[src/rtl/dac_spi_tx.sv]
// rtl/dac_spi_tx.sv - SPI mode-0 DAC transmitter with sample buffer and conversion-rate framing
// Optional build macro DAC_SPI_TX_FIFO_EN: 4-entry sample FIFO instead of a single holding register.
module dac_spi_tx #(
   parameter int CLK_DIV     = 2,
   parameter int CS_HIGH_CYC = 2
) (
   input  logic        clk,
   input  logic        reset,
   input  logic [15:0] s_data,
   input  logic        s_valid,
   output logic        s_ready,
   input  logic        sample_tick,
   output logic        dac_cs_n,
   output logic        dac_sclk,
   output logic        dac_mosi,
   output logic        busy,
   output logic        underrun,
   output logic        tick_miss
);

   typedef enum logic [1:0] {IDLE, SHIFT, HOLD} state_t;

   state_t      state_q, state_d;
   logic [7:0]  tmr_q, tmr_d;
   logic [4:0]  edge_q, edge_d;
   logic [15:0] shift_q, shift_d;
   logic [15:0] last_q, last_d;
   logic        sclk_q, sclk_d;
   logic        cs_n_q, cs_n_d;
   logic        underrun_q, underrun_d;
   logic        tick_miss_q, tick_miss_d;

   logic        s_ready_q;
   logic        push, pop, buf_empty;
   logic [15:0] buf_data;

   // s_ready_q always mirrors "not full", so a full buffer never accepts, even on a pop cycle
   assign push = s_valid && s_ready_q;
   assign pop  = (state_q == IDLE) && sample_tick && !buf_empty;

`ifdef DAC_SPI_TX_FIFO_EN
   logic [15:0] mem_q [4];
   logic [1:0]  wr_q, rd_q;
   logic [2:0]  cnt_q, cnt_d;

   assign buf_empty = (cnt_q == 3'd0);
   assign buf_data  = mem_q[rd_q];

   // occupancy after this cycle's push/pop
   always_comb begin
      cnt_d = cnt_q + 3'(push) - 3'(pop);
   end

   // FIFO storage, pointers and registered ready
   always_ff @(posedge clk) begin
      if (!reset) begin
         wr_q      <= 2'd0;
         rd_q      <= 2'd0;
         cnt_q     <= 3'd0;
         s_ready_q <= 1'b1;
      end else begin
         if (push) begin
            mem_q[wr_q] <= s_data;
            wr_q        <= wr_q + 2'd1;
         end
         if (pop) begin
            rd_q <= rd_q + 2'd1;
         end
         cnt_q     <= cnt_d;
         s_ready_q <= (cnt_d != 3'd4);
      end
   end
`else
   logic [15:0] hold_q;
   logic        full_q, full_d;

   assign buf_empty = !full_q;
   assign buf_data  = hold_q;

   // occupancy of the single holding register after this cycle
   always_comb begin
      full_d = push | (full_q & ~pop);
   end

   // holding register and registered ready
   always_ff @(posedge clk) begin
      if (!reset) begin
         hold_q    <= 16'h0000;
         full_q    <= 1'b0;
         s_ready_q <= 1'b1;
      end else begin
         if (push) begin
            hold_q <= s_data;
         end
         full_q    <= full_d;
         s_ready_q <= !full_d;
      end
   end
`endif

   // FSM and serializer state registers
   always_ff @(posedge clk) begin
      if (!reset) begin
         state_q     <= IDLE;
         tmr_q       <= 8'd0;
         edge_q      <= 5'd0;
         shift_q     <= 16'h0000;
         last_q      <= 16'h8000;
         sclk_q      <= 1'b0;
         cs_n_q      <= 1'b1;
         underrun_q  <= 1'b0;
         tick_miss_q <= 1'b0;
      end else begin
         state_q     <= state_d;
         tmr_q       <= tmr_d;
         edge_q      <= edge_d;
         shift_q     <= shift_d;
         last_q      <= last_d;
         sclk_q      <= sclk_d;
         cs_n_q      <= cs_n_d;
         underrun_q  <= underrun_d;
         tick_miss_q <= tick_miss_d;
      end
   end

   // next-state: frame start on tick, 32 SCLK half-periods, then cs_n high guard time
   always_comb begin
      state_d     = state_q;
      tmr_d       = tmr_q;
      edge_d      = edge_q;
      shift_d     = shift_q;
      last_d      = last_q;
      sclk_d      = sclk_q;
      cs_n_d      = cs_n_q;
      underrun_d  = 1'b0;
      tick_miss_d = 1'b0;
      case (state_q)
         IDLE: begin
            if (sample_tick) begin
               if (!buf_empty) begin
                  // offset binary: invert the sign bit
                  shift_d = {~buf_data[15], buf_data[14:0]};
                  last_d  = {~buf_data[15], buf_data[14:0]};
               end else begin
                  underrun_d = 1'b1;
                  shift_d    = last_q;
               end
               state_d = SHIFT;
               cs_n_d  = 1'b0;
               sclk_d  = 1'b0;
               tmr_d   = 8'd0;
               edge_d  = 5'd0;
            end
         end
         SHIFT: begin
            tick_miss_d = sample_tick;
            if (tmr_q == 8'(CLK_DIV - 1)) begin
               tmr_d  = 8'd0;
               edge_d = edge_q + 5'd1;
               if (edge_q == 5'd31) begin
                  state_d = HOLD;
                  sclk_d  = 1'b0;
                  cs_n_d  = 1'b1;
                  shift_d = 16'h0000;
               end else begin
                  sclk_d = ~sclk_q;
                  // advance data only on the falling edge
                  if (sclk_q) begin
                     shift_d = {shift_q[14:0], 1'b0};
                  end
               end
            end else begin
               tmr_d = tmr_q + 8'd1;
            end
         end
         HOLD: begin
            tick_miss_d = sample_tick;
            if (tmr_q == 8'(CS_HIGH_CYC - 1)) begin
               state_d = IDLE;
               tmr_d   = 8'd0;
            end else begin
               tmr_d = tmr_q + 8'd1;
            end
         end
         default: begin
            state_d = IDLE;
         end
      endcase
   end

   assign s_ready   = s_ready_q;
   assign dac_cs_n  = cs_n_q;
   assign dac_sclk  = sclk_q;
   assign dac_mosi  = shift_q[15];
   assign busy      = (state_q != IDLE);
   assign underrun  = underrun_q;
   assign tick_miss = tick_miss_q;

endmodule

[config.mk]
export PLATFORM = sky130hd
export DESIGN_NAME = dac_spi_tx
export DESIGN_NICKNAME = d
export VERILOG_FILES = /design/src/rtl/dac_spi_tx.sv
export SDC_FILE = /design/constraint.sdc
export NUM_CORES = 1
export LEC_CHECK = 0
export BUFFER_PORTS_ARGS = -buffer_cell sky130_fd_sc_hd__buf_2
export CORE_ASPECT_RATIO = 1.75
export CORE_MARGIN = 5
export CORE_UTILIZATION = 58
export CTS_CLUSTER_DIAMETER = 100
export DETAILED_ROUTE_END_ITERATION = 8
export PLACE_DENSITY = 0.75
export SYNTH_ARGS = -nofsm -noshare
export SYNTH_HDL_FRONTEND = slang
export SYNTH_SLANG_ARGS = --single-unit
export TNS_END_PERCENT = 10
[constraint.sdc]
create_clock -name clk -period 3.3 [get_ports clk]
set_clock_uncertainty 0.15 [all_clocks]
set_input_delay 0.66 -clock clk [delete_from_list [all_inputs] [get_ports clk]]
set_output_delay 0.66 -clock clk [all_outputs]
set_load 0.03 [all_outputs]
## Yosys cells after proc, flatten, opt, wreduce, memory -nomap -nowiden

Cells that the tools add are included.

- Output and inout bits: 7
- Memories kept: 0
- Bits in latches: 0
- Memory bits (read-only): 0
- Bits in registers: 69
- RAM bits: 0
- Word-level logic and storage cells: 70

- Eq/ne operators: 9
- Order comparisons: 0
- Shift-type cells: 0
- Multiply operators: 0
- Mux-type cells: 25
- Bitwise gates (word level): 5
- Div/mod/pow operators: 0
- Reductions and logical operators: 17
- $add $sub $neg: 2

Operators with widths:

| operator | number |
|---|---|
| $mux 16 | 5 |
| $pmux 16 s2 | 1 |
| $mux 8 | 2 |
| $pmux 8 s2 | 1 |
| $reduce_and 4->1 | 3 |
| $mux 5 | 2 |
| $pmux 5 s2 | 1 |
| $add 8x1->8 const B | 1 |
| $eq 8x1->1 const B | 1 |
| $mux 2 | 4 |
| $ne 2x2->1 const B | 4 |
| $mux 1 | 6 |
| $pmux 2 s3 | 1 |
| $reduce_and 2->1 | 3 |
| $reduce_and 3->1 | 2 |
| $reduce_bool 2->1 | 3 |
| $add 5x1->5 const B | 1 |
| $eq 5x5->1 const B | 1 |
| $pmux 1 s2 | 2 |
| $logic_and 1x1->1 | 3 |
| $ne 3x3->1 const B | 1 |
| $not 1->1 | 3 |
| $eq 2x1->1 const B | 1 |
| $eq 2x2->1 const B | 1 |
| other kinds (5) | 5 |

## Logic depth before layout (Yosys ltp)

Gate-level depths: netlist (run 1).

- Depth in word-level cells: 7
- Mapped depth: 8
- Gate-level depth less buffers: 7

## Worst setup path before layout (run 1)

Ideal clock, no wire load.

- Path kind: register to register
- Start point: reg tmr_q[0]
- End point: reg edge_q[2]
- Setup time: 0.122 ns
- Cell stages (with the launch flop): 8
- Buffers on the path: 2
- Data arrival time: 1.894 ns
- Path slack: 1.134 ns
- Required time: 3.028 ns
- Period minus slack after synthesis: 2.166 ns
- Cells stage by stage: dfxtp_1 -> ha_1 -> or4b_1 -> buf_2 -> or2_1 -> buf_6 -> o2111a_1 -> a311o_1

- Longest elaborated chain between the ends: 3

RTL lines:

| item | line | text |
|---|---|---|
| from (decl) | 24 | `logic [7:0] tmr_q, tmr_d;` |
| from (signal assigned) | 115 | `tmr_q <= tmr_d;` |
| $eq 8x1->1 | 157 | `if (tmr_q == 8'(CLK_DIV - 1)) begin` |
| $ne 2x2->1 (no line) | n/a |  |
| $reduce_and 3->1 (no line) | n/a |  |
| to (signal assigned) | 116 | `edge_q <= edge_d;` |
| to (decl) | 25 | `logic [4:0] edge_q, edge_d;` |

No other way between the ends.
A chain may end at the register's enable or synchronous reset.

## Worst setup path in the final report (run 1)

- Start point: reg tmr_q[0]
- End point: reg shift_q[13]

- Longest elaborated chain between the ends: 3

RTL lines:

| item | line | text |
|---|---|---|
| $eq 8x1->1 | 157 |  |
| $ne 2x2->1 (no line) | n/a |  |
| $reduce_and 4->1 (no line) | n/a |  |
| to (signal assigned) | 117 | `shift_q <= shift_d;` |
| to (decl) | 26 | `logic [15:0] shift_q, shift_d;` |

No other way between the ends.

==> summary by stage, run 1 <==
Drt
The count of antenna-violating nets left after detailed routing is 0. The first routing iteration left 154 violations. The number of search-and-repair iterations in the first detailed-routing pass is 4. The total routed wirelength is 6560 um. The residual DRC count is 0. The detailed-route vias per instance is 5.835.

The number of vias after detailed routing is 2,725. In the final routed layout, each cell accounts on average for 14.05 um.

Setup path
The worst setup path is captured at a register. For flop-to-flop paths, the worst setup slack is 0.66 ns. The data required time of the worst path is 3.40 ns.

The number of buffers and inverters on the critical path is 1. The type of the worst setup path is register to register. On the worst path, the slowest cell contributes a delay of 0.69 ns. The signal arrival time at the worst endpoint is 2.74 ns. The kind of cell adding the most delay to the critical path is compound AO/OA/AOI/OAI gates.

The slowest stage of the critical path belongs to the cell o41ai_4. Along the worst path, the maximum fanout reaches 19. Walking the worst path, the cells encountered are ha_1, or4b_1, o41ai_4, buf_4, nand3_1, o21ai_0. STA classifies the critical path startpoint as a register.

Clocking
The maximum root-to-sink buffer count is 2. CTS saw 69 sinks. The total clock buffers created by CTS is 9.

The clock tree synthesis step divided the H-tree into 3 levels. The insertion delay of the later-clocked pin in the worst-skew pair is 0.34 ns. The total of cells resized after clock tree synthesis is 0.

TritonCTS built the clock tree. The total of hold buffers inserted after clock tree synthesis is 0. The clock transition time at the flip-flop clock pins of the worst setup and hold paths is 0.07 ns.

The tree is rooted in a clkbuf_8. The number of post-CTS setup repair buffers is 0.

Global routing
The overall routing resource usage is 19.92%. The pin count of the biggest net entering global routing is 51. The number of antenna violations at the first check in global routing is 0. The first-pass GRT wire length is 11,060 um. The global-route congestion overflow total is 0. The number of global-route vias before repair is 2,447.

Timing
The final count of negative-setup-slack endpoints is 0. Setup repair after global routing left no endpoint under its margin. After layout, the worst setup slack is 0.6596 ns.

The number of hold violations in the final report is 0. The clock period could shrink to 2.640 ns. The worst pin sits at a relative slew slack of 55.04%.

Based on the critical path, the design can be clocked at up to 0.3787 GHz. The worst hold slack across all endpoints is 0.3045 ns. The sum of negative setup slack is 0 ns. The worst path uses 80.01% of the clock period. The count of pins over their slew limit is 0.

The slew at the pin with the worst max-slew slack is 0.6556 ns.

Floorplan
The starting density of the core is 59.67%. The placeable core region is 5255 sq um. 27 I/O pins were placed. The floorplan die width is 65.58 um.

The cell row count is 35. The floorplan step defined a die boundary enclosing 7034 sq um. The height of the die is 107.3 um.

Placed design
Summed over all nets, the half-perimeter wirelength after detailed placement is 4449 um. After detailed placement, the design holds a cell count of 451. Buffers placed on the I/O ports in this run total 26. Before CTS, the worst setup slack after placement is 0.7031 ns. The routability congestion estimate is 0.7794.

Finish
The area added between synthesis and finish is 9.697%. Of the cells placed in the final design, the portion with a size suffix greater than 1 is 12.62%. Once layout is complete, the cells apart from fillers number 467. The number of antenna diodes in the final layout is 0.

The total number of nets in the final design is 434.

Yosys
The proportion of register bits with asynchronous set or reset after synthesis is 0%. The mean post-synth cell area is 7.958 sq um. The synthesized design contains 0 enable-type register cells. The post-synthesis sequential area ratio is 44.05%.

The number of warning messages in the yosys log is 0. Synthesis produced a netlist with a net count of 421. Summing every instance area after synthesis gives 3136 sq um. Synthesis instantiated 44 different standard cells from the library. The dominant register cell in the synthesized netlist is dfxtp_1. In this run, synthesis produced a sequential element count of 69. In the synthesized netlist, the number of instances is 394.

Run
Across the run, the number of max-cap violations was 0.

Power and ir drop
The maximum ir drop on the vdd rail is 0.3115 mV. Summed over all cells, the static leakage comes to 1.297 nW. The power density over the cells is 504.3 nW/um^2.

Status
The flow ran to the end, and the final reports show no timing, DRC or antenna violations.

Min path
The path type of the worst min-delay path is register to register.
## cells by family (layout without fill, tap and decap cells)
group / count (synthesis) / in the layout / share of synthesized area [%]
muxes: 18 / 18 / 5.746
DFF: 69 / 69 / 44.05
AOI/OAI and AO/OA: 96 / 96 / 19.15
and+or+nand+nor: 165 / 165 / 23.07
xor gates and xnor gates: 1 / 1 / 0.2794
adders and majority gates: 7 / 7 / 2.793
buffers and inverters: 38 / 56 / 4.908
## worst reg2reg max path, stage by stage, from the launching register on
cell and delay (ns):
dfxtp_1 0.40, ha_1 0.17, or4b_1 0.60, o41ai_4 0.70
buf_4 0.32, nand3_1 0.10, o21ai_0 0.12
## cells in the mapped netlist, drive strengths merged (2+ instances only)
library cell | count | area share [%]
nand2 | 107 | 13
dfxtp | 69 | 44
a21oi | 35 | 5.6
clkbuf | 26 | 3.1
nand3 | 23 | 3.7
o21ai | 20 | 3.2
mux2i | 18 | 5.7
o22ai | 17 | 3.6
nor2 | 10 | 1.2
ha | 7 | 2.8
inv | 7 | 0.84
buf | 5 | 0.96
nor3 | 5 | 0.80
a21o | 3 | 0.72
a22oi | 3 | 0.72
and3 | 3 | 0.60
nand3b | 3 | 0.72
nor2b | 3 | 0.60
o211a | 3 | 0.96
a211oi | 2 | 0.48
a32o | 2 | 0.64
nand4b | 2 | 0.56
nor4 | 2 | 0.40
o211ai | 2 | 0.48
o311ai | 2 | 0.56
or3 | 2 | 0.56
## report_power, final
group	total (mW)	switching, mW	internal [mW]	leakage [nW]
sequential	0.881	0.0198	0.862	0.560
clock	0.599	0.307	0.291	0.0901
combinational	0.254	0.169	0.0858	0.647
total	1.73	0.496	1.24	1.30
## path summary, 6_finish.rpt
| kind | depth (start not counted) | to | startpoint |
|---|---|---|---|
| worst max-delay path | 6 | shift_q[13] | tmr_q[0] |
| worst min-delay path | 2 | last_q[6] | last_q[6] |
| worst max register to register | 6 | shift_q[13] | tmr_q[0] |
| worst min register to register | 2 | last_q[6] | last_q[6] |
## final cells by class
cell class              instances  area (sq um)
fillers                       481          1815
multi-input cells             287          1612
flip-flops and latches         69          1381
repair buffers                 33         182.7
clock buffers                  12         145.1
well taps                      55         68.82
inverters                       7         26.28
clock inverters                 4         23.77
## registers in the layout, summed over array words and instances (netlist names)
register / count
buf_data: 16
dac_cs_n: 1
dac_sclk: 1
edge_q: 5
full_q: 1
last_q: 16
s_ready: 1
shift_q: 16
state_q: 2
tick_miss: 1
tmr_q: 8
underrun: 1
## routing by layer
metal	global-route usage, %	wire length (um)	share of wire [%]	vias to the layer above
met5	0	0	0	-
met4	8.309	131	2.0	0
met3	4.493	276	4.2	11
met2	34.45	3385	52	53
met1	23.21	2766	42	1264
li1	-	-	-	1397
## layout by cell type (no fill, tap or decap), types with 2 or more instances in the layout
cell type | synthesis | layout
nand2_1 | 107 | 107
dfxtp_1 | 69 | 69
a21oi_1 | 35 | 35
buf_2 | 3 | 26
nand3_1 | 23 | 23
o21ai_0 | 20 | 20
mux2i_1 | 18 | 18
o22ai_1 | 16 | 16
nor2_1 | 10 | 10
clkbuf_8 | 0 | 10
ha_1 | 7 | 7
buf_4 | 0 | 7
inv_1 | 6 | 6
nor3_1 | 5 | 5
and3_1 | 3 | 3
o211a_1 | 3 | 3
a21o_1 | 3 | 3
a22oi_1 | 3 | 3
nor2b_1 | 3 | 3
nand3b_1 | 3 | 3
clkinv_2 | 0 | 3
o211ai_1 | 2 | 2
nand4b_1 | 2 | 2
o311ai_0 | 2 | 2
nor4_1 | 2 | 2
a32o_1 | 2 | 2
a211oi_1 | 2 | 2
clkbuf_1 | 26 | 2
## per-stage QoR
| step | instance area [sq um] | total power, mW | util, % |
|---|---|---|---|
| CTS | 3440 | 1.752 | 65.45 |
| global route | 3440 | 1.818 | 65.45 |
| finish | 3440 | 1.735 | 65.45 |
| floorplan | 3136 | 1.090 | - |
| global placement | 3271 | 1.149 | 62.24 |
| detailed placement | 3271 | 1.156 | 62.24 |
(Power assumes the default switching activity.)
==> run 2: changes to the inputs <==
Settings changed: ABC_AREA set to 1.
Clock period 3.3 ns to 2.6 ns, I/O delays scaled along.
==> run 2 against run 1 <==
Compared with the run above:
- routed wire length fell by 7.9%
- non-clock buffer count grew 1
- cell count grew 11%
- final area is 1.9% higher
- synthesized area down 0.80%
- critical path type unchanged
- critical endpoint is now shift_q[9]
- largest power group is now combinational logic
- highest routed layer unchanged
==> summary by stage, run 2 <==
Status
The run finished with clean final reports.

Power and ir drop
In this run the static leakage power is 1.558 nW. In this run the power density over the cells is 1211 nW/um^2. IR analysis of the VDD net gives a maximum drop of 0.5922 mV.

Setup path
In this run the critical register-to-register path is launched from state_q[0]. The critical path is of the register to register type. Measured in cells, the most critical reg-to-reg path has a length of 7. Setup slack on the worst reg-to-reg path comes out at 0.36 ns. In this run the worst setup path begins at state_q[0]. In this run the critical register-to-register path is captured at shift_q[9]. The maximum fanout along the worst path is 32. Data on the critical path arrives at its endpoint at 2.31 ns. At the worst endpoint, the required time is 2.67 ns. The timing endpoint of the critical path is shift_q[9]. The worst setup path is captured at a register.

The worst setup path is launched from a register.

Finish
The total non-filler cell area in the finished layout is 3506 sq um. The area added between synthesis and finish is 12.71%. The total number of nets in the final design is 485. The most common library cell in the layout ignoring fill and taps is nand2_1. The filler cells instantiated in the layout total 493. The top cell types in the final layout, fill and taps aside, are nand2_1, dfxtp_1, nor2_1, o21ai_0, inv_1. 0 antenna diodes ended up in the layout. Cells with a size suffix above 1 make up 13.61% of the layout.

Clocking
The root buffer cell chosen for the clock tree is clkbuf_8. The number of clock sinks is 69. Buffers inserted to repair hold after CTS numbered 0. Clock-pin slew was measured on the worst setup and hold paths at 0.07 ns. The count of H-tree levels built during CTS is 3. The total of cells resized after clock tree synthesis is 0. The total clock buffers created by CTS is 9. The clock tree from TritonCTS is yes. The maximum root-to-sink buffer count is 2. The number of post-CTS setup repair buffers is 0. For the worst-skew pair, the clock arrives at the later sink with an insertion delay of 0.33 ns.

Yosys
Counting flops and latches in the post-synthesis netlist gives 69. The number of instances in the synthesized netlist is 435. Sorting the synthesized cells by area gives the leading types as dfxtp_1, nand2_1, o21ai_0. The synthesized design devotes to its leading area cell type 44.41% of total area. In the synthesized netlist the async set-or-reset flop fraction comes to 0%. The dominant register cell in the synthesized netlist is dfxtp_1. In the synthesized netlist, the cells that appear most often are nand2_1, dfxtp_1, nor2_1. A synthesized cell averages 7.151 sq um. The top cell type by total area after synthesis is dfxtp_1. The distinct cell type count of the synthesized netlist is 28. The number of synthesized flops with an enable pin is 0.

The number of warning messages in the yosys log is 0. When the netlist entered floorplanning its net count stood at 462. For this run, the register share of the synthesized area comes to 44.41%.

By instance count, the leading cell after synthesis is nand2_1. After synthesis the cells add up to 3110 sq um.

Timing
The worst path meets setup with 0.3640 ns of slack. The routed design could run at a clock period as short as 2.236 ns. The count of pins over their slew limit is 0.

The number of hold violations in the final report is 0. Setup repair after global routing left no endpoint under its margin. The maximum operating frequency is 0.4472 GHz. The worst slew margin relative to its limit is 61.75%. Of the available clock period, the critical path in the final layout requires 86.00%. Setup violations remaining at the end of the flow were counted as 0. Adding up every negative setup slack in the final design gives 0 ns. The slew at the pin with the worst max-slew slack is 0.5731 ns.

Drt
The number of vias after detailed routing is 2,783. The residual DRC count is 0. The number of search-and-repair iterations in the first detailed-routing pass is 5. The number of DRC markers after the initial detailed-route iteration is 78.

The count of antenna-violating nets left after detailed routing is 0. For this block, the routed nets add up to 6045 um of wire. Dividing the detail-routed via count by the number of cells gives 5.373.

The wire length per cell is 11.67 um.

Global routing
For this run the aggregate overflow at the end of global routing stands at 0. The overall routing resource usage is 19.00%. The pin count of the biggest net entering global routing is 33.

The number of antenna violations at the first check in global routing came to 0. The first global-routing pass estimated 10,650 um of wire. The number of global-route vias before repair was 2,613.

Placed design
In this run the cell area measured after placement is 3258 sq um. The quantity of I/O buffers inserted on ports is 26. Once detailed placement completed, the half-perimeter wirelength came to 4347 um. The worst slack after detailed placement is 0.4139 ns. Routability-driven placement finished with a final weighted congestion of 0.8164.

Floorplan
The cell row count is 35. 27 I/O pins were placed. The area enclosed by the die boundary is 6985 sq um.

The floorplan die width is 65.36 um. The die is 106.9 um tall. The initial utilization of the core area, before any placement, comes to 59.19%. The placeable core region is 5255 sq um.

Min path
The path type of the worst min-delay path is primary input to register.

Run
The number of maximum-capacitance violations is 0.
==> run 2: area by class of cell <==
cell class              instances  area (sq um)  area share (%)
inverters                      48         180.2           5.139
clock inverters                 6         110.1           3.141
flip-flops and latches         69          1381           39.40
multi-input cells             296          1438           41.01
repair buffers                 34         190.2           5.425
well taps                      55         68.82           1.963
clock buffers                  10         137.6           3.926
==> run 2: through the flow <==
stage / power, mW / hold slack (ns) / cells / util, %
global placement: 3.170 / 0.2899 / 502 / 62.00
detailed placement: 3.220 / 0.2960 / 502 / 62.00
floorplan: 2.926 / 0.2792 / 435 / -
finish: 4.247 / 0.2836 / 518 / 66.71
CTS: 4.277 / 0.2711 / 518 / 66.71
global route: 4.602 / 0.2724 / 518 / 66.71
==> run 2: critical path, stage by stage (launching register included) <==
cell and delay (ns):
dfxtp_1 0.37, inv_1 0.08, ha_1 0.25, nand2_1 0.10
o21a_1 0.31, nand3_2 0.53, nor2_1 0.25, nor2_1 0.07
==> run 2: routing by layer <==
layer,vias up,GRT usage [%],routed length [um]
li1,1458,-,-
met1,1265,20.61,2653
met2,49,34.52,3067
met3,11,3.354,200
met4,0,9.199,125
met5,-,0,0
==> run 2: how the worst min path moves through the flow <==
stage                 start            to  slack (ns)  depth (start not counted)
2_1_floorplan  buf_data[10]  buf_data[10]        0.28                          2
3_3_place_gp    buf_data[6]   buf_data[6]        0.29                          2
3_5_place_dp   buf_data[12]  buf_data[12]        0.30                          2
4_1_cts           s_data[0]   buf_data[0]        0.27                          3
5_1_grt           s_data[0]   buf_data[0]        0.27                          3
6_report          s_data[0]   buf_data[0]        0.28                          3
==> run 2: kinds of logic after synthesis <==
logic type               share of synthesized area (%)
buffers and inverters                            9.372
adder cells (fa/ha/maj)                          2.816
XOR/XNOR                                        0.5633
flip-flops                                       44.41
AO/OA/AOI/OAI                                    19.23
AND/OR/NAND/NOR                                  23.61
==> run 2: power breakdown <==
| part | switching, mW | internal (mW) | total (mW) |
|---|---|---|---|
| sequential | 0.110 | 1.34 | 1.45 |
| clock | 0.388 | 0.661 | 1.05 |
| combinational | 1.18 | 0.570 | 1.75 |
==> run 3: changes to the inputs <==
Settings changed: PLACE_DENSITY 0.75 to 0.78.
==> run 3 against run 2 <==
Compared with the run above:
- count of clock-buffer cells in the layout rose by 2
- final area shrank 1.8%
- global-route usage rose by 0.62 points
- cell count down 0.19%
- sequential power about the same
==> summary by stage, run 3 (synthesized netlist as in run 2, its figures left out) <==
Finish
The fraction of final layout cells sized beyond drive strength 1 is 12.99%. Fill cells in the final layout number 484. Leaving out fill and tap cells, the most frequent cell in the layout is nand2_1. The total number of nets in the final design is 484. From synthesis to final layout, the design area changed by 10.70%. The repair_antennas step left the layout with diodes totalling 0. In the layout the commonest cells are nand2_1, dfxtp_1, nor2_1, o21ai_0, inv_1.

Setup path
Along the worst path, the maximum fanout reaches 32. The worst setup path is captured at a register. The type of the worst setup path is register to register. The path depth of the worst reg2reg path is 6.

The data required time of the worst path is 2.67 ns. In this run the critical register-to-register path is captured at shift_q[10]. The signal arrival time at the worst endpoint is 2.31 ns. STA classifies the critical path startpoint as a register. The register-to-register path setup slack is 0.36 ns. The critical path startpoint is state_q[1]. The startpoint of the worst-slack reg-to-reg timing path is state_q[1].

Timing
For the finished layout, the period the worst path requires is 2.238 ns. The count of pins over their slew limit is 0. In the finished design, the share of the clock period the worst path needs comes to 86.06%. The sum of negative setup slack is 0 ns.

The maximum operating frequency is 0.4469 GHz. The tightest hold path in the finished design has a slack of 0.2777 ns. The worst slew margin relative to its limit is 62.85%. At the pin with the least slew margin, the transition time is 0.5566 ns. The number of hold violations in the final report was 0. The final count of negative-setup-slack endpoints is 0.

Setup repair after global routing left no endpoint under its margin.

Floorplan
The floorplan die width is 65.36 um. The die covers 6985 sq um. The starting density of the core is 59.19%. The number of ports placed on the die boundary is 27. The height of the die is 106.9 um.

The region available for standard cell placement spans 5255 sq um. The cell row count is 35.

Clocking
The clock root buffer is clkbuf_8. In this run the number of H-tree levels came out at 3. Clock latency on the worst-skew pair, taken at its later pin, is 0.34 ns. No sink is reached through more buffers than the 2 on the longest clock path. Gates resized during post-CTS repair numbered 0.

The number of clock sinks is 69. The total clock buffers created by CTS is 9. The total of hold buffers inserted after clock tree synthesis is 0. The clock tree from TritonCTS is yes. After clock tree synthesis, the setup repair step added 0 buffers. After clock tree synthesis, the clock-pin slew on the worst setup and hold paths is 0.07 ns.

Power and ir drop
The maximum ir drop on the vdd rail is 0.5935 mV. In this run the static leakage power is 1.531 nW. The power density over the cells is 1174 nW/um^2.

Placed design
The quantity of I/O buffers inserted on ports is 26. The routability congestion estimate is 0.8491. The placed wire-length estimate is 4343 um.

Global routing
The first-pass GRT wire length is 11,000 um. The number of global-route vias before repair came to 2,668. The number of antenna violations at the first check in global routing is 0.

The pin count of the biggest net entering global routing is 33. The global-route congestion overflow total is 0. Global routing consumed, over all layers together, 19.62% of the routing resources.

Drt
In the routed design, unresolved DRC markers number 0. For this block, the initial DRC count from the detailed router was 202. Summing over every cut layer, the via total after detailed routing is 2,794. After detailed routing, the average wire length per cell comes to 12.11 um.

Before antenna repair, the detailed router went through 5 iterations. Once detail routing completed, the nets flagged for antenna violations numbered 0. The detailed-route vias per instance is 5.404. The total routed wirelength is 6263 um.

Min path
The worst hold path begins at s_data[1]. Along the worst hold path, the cell count comes to 3. The worst hold path belongs to the class primary input to register. For hold timing, the worst endpoint is buf_data[1].

Run
The tool flagged a number of max-cap violations equal to 0.

Status
The flow ran to the end, and the final reports show no timing, DRC or antenna violations.
[run 3: cell count changes in the layout (fill, tap and decap cells not counted), sizes merged]
cell	before	now
buf	34	33
clkbuf	10	12
bufinv	3	1
clkinvlp	2	1
clkinv	2	3
[run 3: per-layer routing]
metal  vias up  share of wire, %  GRT usage [%]
met5         -                 0              0
met4         0               2.5          9.347
met3        14               3.5          4.717
met2        53                50          34.45
met1      1269                44          21.65
li1       1458                 -              -
[run 3: worst max-delay path by stage]
stage | endpoint | slack (ns)
floorplan | shift_q[10] | 0.91
global placement | shift_q[3] | 0.48
detailed placement | shift_q[10] | 0.39
CTS | shift_q[10] | 0.37
global route | shift_q[3] | 0.12
finish | shift_q[10] | 0.36
[run 3: per-stage QoR]
step / total power, mW / worst slack (ns) / cell area, sq um / cells / utilization [%]
final: 4.043 / 0.3623 / 3443 / 517 / 65.52
after global routing: 4.402 / 0.1226 / 3443 / 517 / 65.52
after CTS: 4.066 / 0.3710 / 3443 / 517 / 65.52
after detailed placement: 3.202 / 0.3859 / 3251 / 501 / 61.86
after global placement: 3.142 / 0.4794 / 3251 / 501 / 61.86
after floorplan: 2.926 / 0.9117 / 3110 / 435 / -
[run 3: layout make-up]
type | instances | area, sq um | area share, %
clock inverter | 4 | 47.55 | 1.381
inverter | 48 | 180.2 | 5.233
clock buffer | 12 | 145.1 | 4.215
tap | 55 | 68.82 | 1.999
sequential | 69 | 1381 | 40.12
timing repair buffer | 33 | 182.7 | 5.305
multi-input combinational | 296 | 1438 | 41.75
[run 3: power by group]
group | switching, mW | internal, mW
combinational | 1.18 | 0.562
clock | 0.387 | 0.467
sequential | 0.106 | 1.34
[run 3: critical path, stage by stage, from the launching register on]
cell and delay, ns:
dfxtp_1 0.33, inv_1 0.08, ha_1 0.38, o21a_1 0.35, nand3_2 0.51, nor2_1 0.24, nor2_1 0.07
